### src/rtl/uart_baud_gen_frac.sv
// Fractional-N UART baud generator.
// Produces an oversampled sample tick and a 1x baud tick from a run-time loadable
// integer.fraction divisor. The phase can be resynchronised to a start-bit edge.
module uart_baud_gen_frac #(
  parameter int unsigned CLK_FREQ   = 50000000,
  parameter int unsigned BAUD_RATE  = 9600,
  parameter int unsigned OVERSAMPLE = 16,
  parameter int unsigned DIV_WIDTH  = 16,
  parameter int unsigned FRAC_BITS  = 4
) (
  input  logic                          iClk,
  input  logic                          iRst,
  input  logic                          iEnable,
  input  logic [DIV_WIDTH-1:0]          iDiv_int,
  input  logic [FRAC_BITS-1:0]          iDiv_frac,
  input  logic                          iDiv_load,
  input  logic                          iResync,
  output logic                          oSample_tick,
  output logic                          oBaud_tick,
  output logic [$clog2(OVERSAMPLE)-1:0] oPhase,
  output logic                          oLoad_pending
);

  localparam int unsigned PhW  = $clog2(OVERSAMPLE);
  localparam int unsigned DivW = DIV_WIDTH + FRAC_BITS;

  // Reset-default divisor in 1/2^FRAC_BITS clock units, rounded to nearest.
  localparam longint unsigned DefNum = longint'(CLK_FREQ) << FRAC_BITS;
  localparam longint unsigned DefDen = longint'(BAUD_RATE) * longint'(OVERSAMPLE);
  localparam longint unsigned DefDiv = (64'd2 * DefNum + DefDen) / (64'd2 * DefDen);

  localparam logic [DivW-1:0]      DefFull   = DivW'(DefDiv);
  localparam logic [DIV_WIDTH-1:0] DefInt    = DefFull[DivW-1:FRAC_BITS];
  localparam logic [FRAC_BITS-1:0] DefFrac   = DefFull[FRAC_BITS-1:0];
  localparam logic [PhW-1:0]       PhaseLast = PhW'(OVERSAMPLE - 1);
  localparam logic [PhW-1:0]       PhaseMid  = PhW'(OVERSAMPLE / 2);
  localparam logic [DIV_WIDTH-1:0] MinInt    = DIV_WIDTH'(2);

  logic [DIV_WIDTH-1:0] cnt_q, cnt_d;
  logic [FRAC_BITS-1:0] acc_q, acc_d;
  logic [PhW-1:0]       phase_q, phase_d;
  logic [DIV_WIDTH-1:0] int_q, int_d;
  logic [FRAC_BITS-1:0] frac_q, frac_d;
  logic [DIV_WIDTH-1:0] pend_int_q, pend_int_d;
  logic [FRAC_BITS-1:0] pend_frac_q, pend_frac_d;
  logic                 pend_q, pend_d;
  logic                 sample_q, sample_d;
  logic                 baud_q, baud_d;

  logic [DIV_WIDTH-1:0] eff_int;
  logic [FRAC_BITS:0]   frac_sum;
  logic [DIV_WIDTH:0]   period_m1;
  logic                 wrap;
  logic                 apply;

  // Period of the current sample interval. The carry comes straight from the
  // accumulator sum, so the extra clock lands in the period whose fraction overflows.
  always_comb begin
    eff_int   = (int_q < MinInt) ? MinInt : int_q;
    frac_sum  = {1'b0, acc_q} + {1'b0, frac_q};
    period_m1 = {1'b0, eff_int} + {{DIV_WIDTH{1'b0}}, frac_sum[FRAC_BITS]}
                - {{DIV_WIDTH{1'b0}}, 1'b1};
    // >= rather than == keeps the counter sane if a smaller divisor is applied
    // while disabled with the count already past the new terminal value.
    wrap      = iEnable && !iResync && ({1'b0, cnt_q} >= period_m1);
    apply     = pend_q && (wrap || !iEnable || iResync);
  end

  // Next-state for counter, fraction accumulator, phase, ticks and divisor.
  always_comb begin
    cnt_d       = cnt_q;
    acc_d       = acc_q;
    phase_d     = phase_q;
    int_d       = int_q;
    frac_d      = frac_q;
    pend_int_d  = pend_int_q;
    pend_frac_d = pend_frac_q;
    pend_d      = pend_q;
    sample_d    = 1'b0;
    baud_d      = 1'b0;

    if (iResync) begin
      cnt_d   = '0;
      acc_d   = '0;
      phase_d = PhaseMid;
    end else if (iEnable) begin
      if (wrap) begin
        cnt_d    = '0;
        acc_d    = frac_sum[FRAC_BITS-1:0];
        sample_d = 1'b1;
        if (phase_q == PhaseLast) begin
          baud_d  = 1'b1;
          phase_d = '0;
        end else begin
          phase_d = phase_q + PhW'(1);
        end
      end else begin
        cnt_d = cnt_q + DIV_WIDTH'(1);
      end
    end

    if (apply) begin
      int_d  = pend_int_q;
      frac_d = pend_frac_q;
      acc_d  = '0;
    end

    // A fresh load always wins, so back-to-back loads keep the last one.
    if (iDiv_load) begin
      pend_int_d  = iDiv_int;
      pend_frac_d = iDiv_frac;
      pend_d      = 1'b1;
    end else if (apply) begin
      pend_d = 1'b0;
    end
  end

  // State registers; reset restores the default divisor and drops any pending load.
  always_ff @(posedge iClk or negedge iRst) begin
    if (!iRst) begin
      cnt_q       <= '0;
      acc_q       <= '0;
      phase_q     <= '0;
      int_q       <= DefInt;
      frac_q      <= DefFrac;
      pend_int_q  <= '0;
      pend_frac_q <= '0;
      pend_q      <= 1'b0;
      sample_q    <= 1'b0;
      baud_q      <= 1'b0;
    end else begin
      cnt_q       <= cnt_d;
      acc_q       <= acc_d;
      phase_q     <= phase_d;
      int_q       <= int_d;
      frac_q      <= frac_d;
      pend_int_q  <= pend_int_d;
      pend_frac_q <= pend_frac_d;
      pend_q      <= pend_d;
      sample_q    <= sample_d;
      baud_q      <= baud_d;
    end
  end

  assign oSample_tick  = sample_q;
  assign oBaud_tick    = baud_q;
  assign oPhase        = phase_q;
  assign oLoad_pending = pend_q;

endmodule

### config.mk
export PLATFORM = sky130hd
export DESIGN_NAME = uart_baud_gen_frac
export DESIGN_NICKNAME = d
export VERILOG_FILES = /design/src/rtl/uart_baud_gen_frac.sv
export SDC_FILE = /design/constraint.sdc
export NUM_CORES = 1
export LEC_CHECK = 0
export CORE_ASPECT_RATIO = 1.1
export CORE_MARGIN = 2
export CORE_UTILIZATION = 40
export CTS_BUF_LIST = sky130_fd_sc_hd__clkbuf_2
export CTS_CLUSTER_SIZE = 20
export DETAILED_ROUTE_END_ITERATION = 6
export MAX_ROUTING_LAYER = met4
export SKIP_CTS_REPAIR_TIMING = 1
export SLEW_MARGIN = 10
export SYNTH_ARGS = -nofsm -noshare
export SYNTH_HDL_FRONTEND = slang
export SYNTH_SLANG_ARGS = --single-unit
### constraint.sdc
create_clock -name iClk -period 12.4 [get_ports iClk]
set_input_delay 2.48 -clock iClk [delete_from_list [all_inputs] [get_ports iClk]]
set_output_delay 2.48 -clock iClk [all_outputs]
set_load 0.01 [all_outputs]
==> results.yml, run 1 <==
status:
  status: "complete, no violations"
clock_network:
  htree_levels: 3
  clkSlewWorstSetupHoldPaths_ps: 190
  clkLatencyLatePin_ps: 500
  cts_sinks: 67
  cts_buffers: 9
  clock_tree.root_cell: "clkbuf_2"
  clockBufferDepth: 2
  cts_tree: "done"
layout:
  multi_input_area_um2: 1785
  layout-drive-gt1-share: 0.1307
  nets: 397
  final_cell_mix: "dfrtp_1, clkdlybuf4s50_1, nor2_1"
  area_delta_synth_final_pct: 14.99
  n_fill_cell: 830
  layout_commonest_cell: "dfrtp_1"
  diodes: 0
  ff_latch_area_um2: 1683
setup_path:
  reg2regPathDepth: 17
  reg2reg_slack_ps: 6790
  r2r-start: "int_q[10]"
  worstPathMaxFanout: 20
  criticalPathCategory: "reg -> reg"
  cp-end-kind: "flip-flop"
  r2r_end: "int_q[15]"
  critPathRequiredTime_ps: 12780
  crit_path_start_kind: "flip-flop"
  arrival_ps: 5990
place:
  port_buffers: 31
  gp_congestion: 0.7827
  dp_worst_setup_slack_ps: 6774
  place_hpwl_um: 4711
synthesis:
  synth_nets: 362
  synth-seq-area-share: 0.4744
  synth_top_cell_by_area: "dfrtp_1"
  async_reset_ff_frac: 1.000
  postSynthCellCount: 312
  synth_top_area_frac: 0.4374
  synth_ff_type: "dfrtp_1"
  synth_enable_flop_cells: 0
  ys_ff_latch: 67
  syn-cell-area_um2: 3547
  yosys.cell_types.count: 47
  avgSynthCellArea_um2: 11.37
  ys_top_cells_by_area: "dfrtp_1, ha_1, mux2_1, mux2_2, dfstp_2"
  yosysWarnings: 0
drt:
  route.top_layer_used: "met3"
  drtAntennaViolNets: 0
  wl_met3_um: 163
  drt-initial-drc-count: 94
  viasPerCell: 5.131
  vias: 2391
  first_pass_iters: 4
  wl_per_cell_um: 13.81
  m1WireLength_um: 3227
  totalWireLength_um: 6434
  drc: 0
  wl_met2_um: 3043
hold_path:
  hold_depth: 1
  min_from: "pend_int_q[3]"
  hold_path_end: "int_q[3]"
  hold_class: "reg -> reg"
timing:
  timing.final.crit_share: 0.4524
  max_slew.worst_pin.slew_ps: 992.6
  finalSetupViolCount: 0
  fin_tns_setup_ps: 0
  grt_setup_unrepaired: "no"
  finalCriticalPeriod_ps: 5610
  clock_skew_ps: 28.12
  slew_viol_final: 0
  layout_setup_ws_ps: 6790
  hold_viol_final: 0
  fmax_mhz: 178.3
  maxSlewHeadroom: 0.3382
global_routing:
  grt_pass1_wl_um: 11100
  gr-total-overflow: 0
  antenna_found_initial: 0
  grt_pass1_vias: 2384
  grt_max_degree: 68
  grt_usage: 0.1524
floorplan:
  die_y_um: 102.8
  dieArea_um2: 9638
  row_count: 36
  start_util: 0.4059
  io_pins: 32
  fp.dieW_um: 93.79
  core_um2: 8738
power:
  ir_drop_v: 0.00006097
  cellPowerDensity_nw_per_um2: 113.0
  p_leak_uw: 0.001732
run:
  cap_viol_max_count: 0
[where the power goes]
group	internal (µW)	switching (µW)
Sequential	241	18.1
Clock	45.3	80.3
Combinational	40.3	36.1
[critical path, cell delays in order (launching register included)]
cell and delay, ps:
dfrtp_1 450, or4_1 550, or3_1 420, nor2_1 170, nand2_1 60, nand2_1 60, ha_1 160, ha_1 180
nand2b_1 120, or3_1 390, xor2_1 180, ha_1 300, nand4_1 120, a2111oi_0 500, o31ai_1 180, a31oi_1 710
o21ai_2 490, mux2_1 430
[worst max path at each step]
stage | startpoint | end | slack, ps
2_1_floorplan | int_q[11] | cnt_q[10] | 7900
3_5_place_dp | int_q[10] | int_q[14] | 6770
3_3_place_gp | int_q[10] | int_q[11] | 6880
4_1_cts | int_q[10] | int_q[3] | 6720
6_report | int_q[10] | int_q[15] | 6790
5_1_grt | int_q[10] | int_q[11] | 6310
[sequential cells by signal, indices dropped and copies added, names as in the netlist]
| register | flops |
|---|---|
| acc_q | 4 |
| cnt_q | 16 |
| frac_q | 4 |
| int_q | 16 |
| oBaud_tick | 1 |
| oLoad_pending | 1 |
| oPhase | 4 |
| oSample_tick | 1 |
| pend_frac_q | 4 |
| pend_int_q | 16 |
[Yosys cell counts (all sizes together), types with 5 or more instances]
library cell and instances:
nor2 29, mux2 41, nor3 7, xor2 14, inv 11, nand3 7, ha 24, nand2 18
xnor2 14, a21oi 8, nand4 9, dfstp 5, a31oi 5, or3 5, dfrtp 62
[routing by layer]
metal  vias to the layer above  GRT usage
met4                         0    0.04571
met1                      1173     0.1951
met3                         0    0.04825
met2                        29     0.2330
li1                       1189          -
met5                         -          -
[area by class of cell]
cell class,instances,area share
flip-flops and latches,67,0.4126
multi-input cells,226,0.4377
repair buffers,32,0.07669
clock inverters,7,0.01687
clock buffers,9,0.01104
well taps,114,0.03497
inverters,11,0.01012
[through the flow]
stage / std cells / instance area [µm²] / util / hold WS [ps] / total power [µW]
2_1_floorplan: 312 / 3547 / - / 454.1 / 311.4
3_3_place_gp: 450 / 3965 / 0.4538 / 468.6 / 337.9
3_5_place_dp: 450 / 3965 / 0.4538 / 475.1 / 341.3
4_1_cts: 466 / 4079 / 0.4668 / 504.4 / 470.1
5_1_grt: 466 / 4079 / 0.4668 / 517.2 / 495.5
6_report: 466 / 4079 / 0.4668 / 508.5 / 460.9
[cells by family (layout without fill, tap and decap cells)]
kind of cell / after synthesis / after routing / share of synthesized area
adder cells (fa/ha/maj): 25 / 25 / 0.09030
buffers and inverters: 19 / 59 / 0.02328
XOR/XNOR: 28 / 28 / 0.06914
flip-flops: 67 / 67 / 0.4744
multiplexers: 43 / 43 / 0.1358
AND/OR/NAND/NOR: 96 / 96 / 0.1411
AO/OA/AOI/OAI: 34 / 34 / 0.06596
Power figures use the tool's default switching activity.
==> run 2, diff against run 1 <==
==> constraint.sdc (replaced) <==
create_clock -name iClk -period 5.9 [get_ports iClk]
set_input_delay 1.18 -clock iClk [delete_from_list [all_inputs] [get_ports iClk]]
set_output_delay 1.18 -clock iClk [all_outputs]
set_load 0.01 [all_outputs]
==> results.yml, run 2 (synthesis results as in run 1) <==
status:
  status: "complete, no violations"
power:
  cellPowerDensity_nw_per_um2: 244.0
  p_leak_uw: 0.001764
  ir_drop_v: 0.0001265
layout:
  final_util: 0.4721
  nets: 400
  n_fill_cell: 845
  layout_commonest_cell: "dfrtp_1"
  final_cell_mix: "dfrtp_1, clkdlybuf4s50_1, nor2_1"
  final_cells: 469
  area_delta_synth_final_pct: 16.30
  reg_top3: "cnt_q: 16 flops, int_q: 16 flops, pend_int_q: 16 flops"
  layout-drive-gt1-share: 0.1408
  diodes: 0
setup_path:
  crit_path_start_kind: "flip-flop"
  critPathRequiredTime_ps: 6280
  criticalPathCategory: "reg -> reg"
  cp-end-kind: "flip-flop"
  worstPathMaxFanout: 20
  arrival_ps: 5360
timing:
  layout_setup_ws_ps: 928.8
  hold_viol_final: 0
  slew_viol_final: 0
  clock_skew_ps: 30.68
  grt_setup_unrepaired: "no"
  fmax_mhz: 201.2
  fin_tns_setup_ps: 0
  finalCriticalPeriod_ps: 4971
  finalSetupViolCount: 0
  maxSlewHeadroom: 0.3812
  timing.final.crit_share: 0.8426
  max_slew.worst_pin.slew_ps: 925.3
  hold_slack_ps: 506.0
global_routing:
  grtUsageMet1: 0.1977
  met2_usage: 0.2264
  grt_pass1_vias: 2353
  grt_usage: 0.1503
  grt.busiest_layer: "met2"
  gr-total-overflow: 0
  grtUsageMet3: 0.04313
  grt_max_degree: 68
  grt_pass1_wl_um: 11030
  antenna_found_initial: 0
floorplan:
  start_util: 0.4059
  fp.dieW_um: 93.79
  row_count: 36
  die_y_um: 102.8
  core_um2: 8738
  dieArea_um2: 9638
  io_pins: 32
drt:
  drtAntennaViolNets: 0
  vias: 2424
  first_pass_iters: 4
  drt-initial-drc-count: 75
  viasPerCell: 5.168
  drc: 0
  totalWireLength_um: 6284
  wl_per_cell_um: 13.40
place:
  dp_worst_setup_slack_ps: 921.2
  port_buffers: 31
  gp_congestion: 0.7392
  placed_cells: 453
  place_hpwl_um: 4634
clock_network:
  cts_tree: "done"
  cts_buffers: 9
  clkSlewWorstSetupHoldPaths_ps: 180
  cts_sinks: 67
  htree_levels: 3
  clkLatencyLatePin_ps: 500
  clock_tree.root_cell: "clkbuf_2"
  clockBufferDepth: 2
hold_path:
  hold_class: "reg -> reg"
run:
  cap_viol_max_count: 0
-- run 2: changes by cell type in the layout (fill, tap and decap cells not counted) --
cell	change
clkinv_1	-1
bufinv_16	+1
buf_4	+3
clkinv_2	+1
clkinvlp_4	-1
-- run 2: final cells by class --
| class | instances | area (µm²) | share of cell area |
|---|---|---|---|
| Clock inverter | 7 | 92.59 | 0.02244 |
| Tap cell | 114 | 142.6 | 0.03458 |
| Inverter | 11 | 41.29 | 0.01001 |
| Multi-Input combinational cell | 226 | 1785 | 0.4328 |
| Timing Repair Buffer | 35 | 335.3 | 0.08129 |
| Sequential cell | 67 | 1683 | 0.4079 |
| Clock buffer | 9 | 45.04 | 0.01092 |
-- run 2: worst paths after layout --
path                       slack, ps  cells past startpoint             to           from
min reg2reg                      510                      1       int_q[1]  pend_int_q[1]
max in group asynchronous       4510                      2  pend_int_q[6]           iRst
min                              510                      1       int_q[1]  pend_int_q[1]
max reg2reg                      930                     20       int_q[4]      int_q[10]
max                              930                     20       int_q[4]      int_q[10]
min in group asynchronous        810                      2      oPhase[0]           iRst
-- run 2: power by group --
part / switching (µW) / internal [µW]
clock: 165 / 139
sequential: 37.7 / 506
combinational: 73.8 / 84.9
-- run 2: through the flow --
step,area (µm²),total power (µW)
finish,4125,1007
detailed placement,3988,716.3
global route,4125,1074
CTS,4125,1028
floorplan,3547,654.4
global placement,3988,709.9
-- run 2: routing by layer --
| layer | vias up | part of all wire |
|---|---|---|
| li1 | 1194 | - |
| met1 | 1187 | 0.50 |
| met2 | 35 | 0.45 |
| met3 | 8 | 0.033 |
| met4 | 0 | 0.015 |
| met5 | - | 0 |
-- run 2: worst max-delay path: stages, from the launching register on --
cell and delay, ps:
dfrtp_1 450, or4_1 560, or3_1 420, nor2_1 170, nand2_1 60, nand2_1 70, ha_1 170, ha_1 180
nand2b_1 120, or3_1 400, nor3_1 200, xnor2_1 140, ha_1 260, nand4_1 120, nor3_1 60, a221oi_1 400
a31oi_1 130, buf_4 190, o21ai_2 130, buf_4 280, mux2_1 350
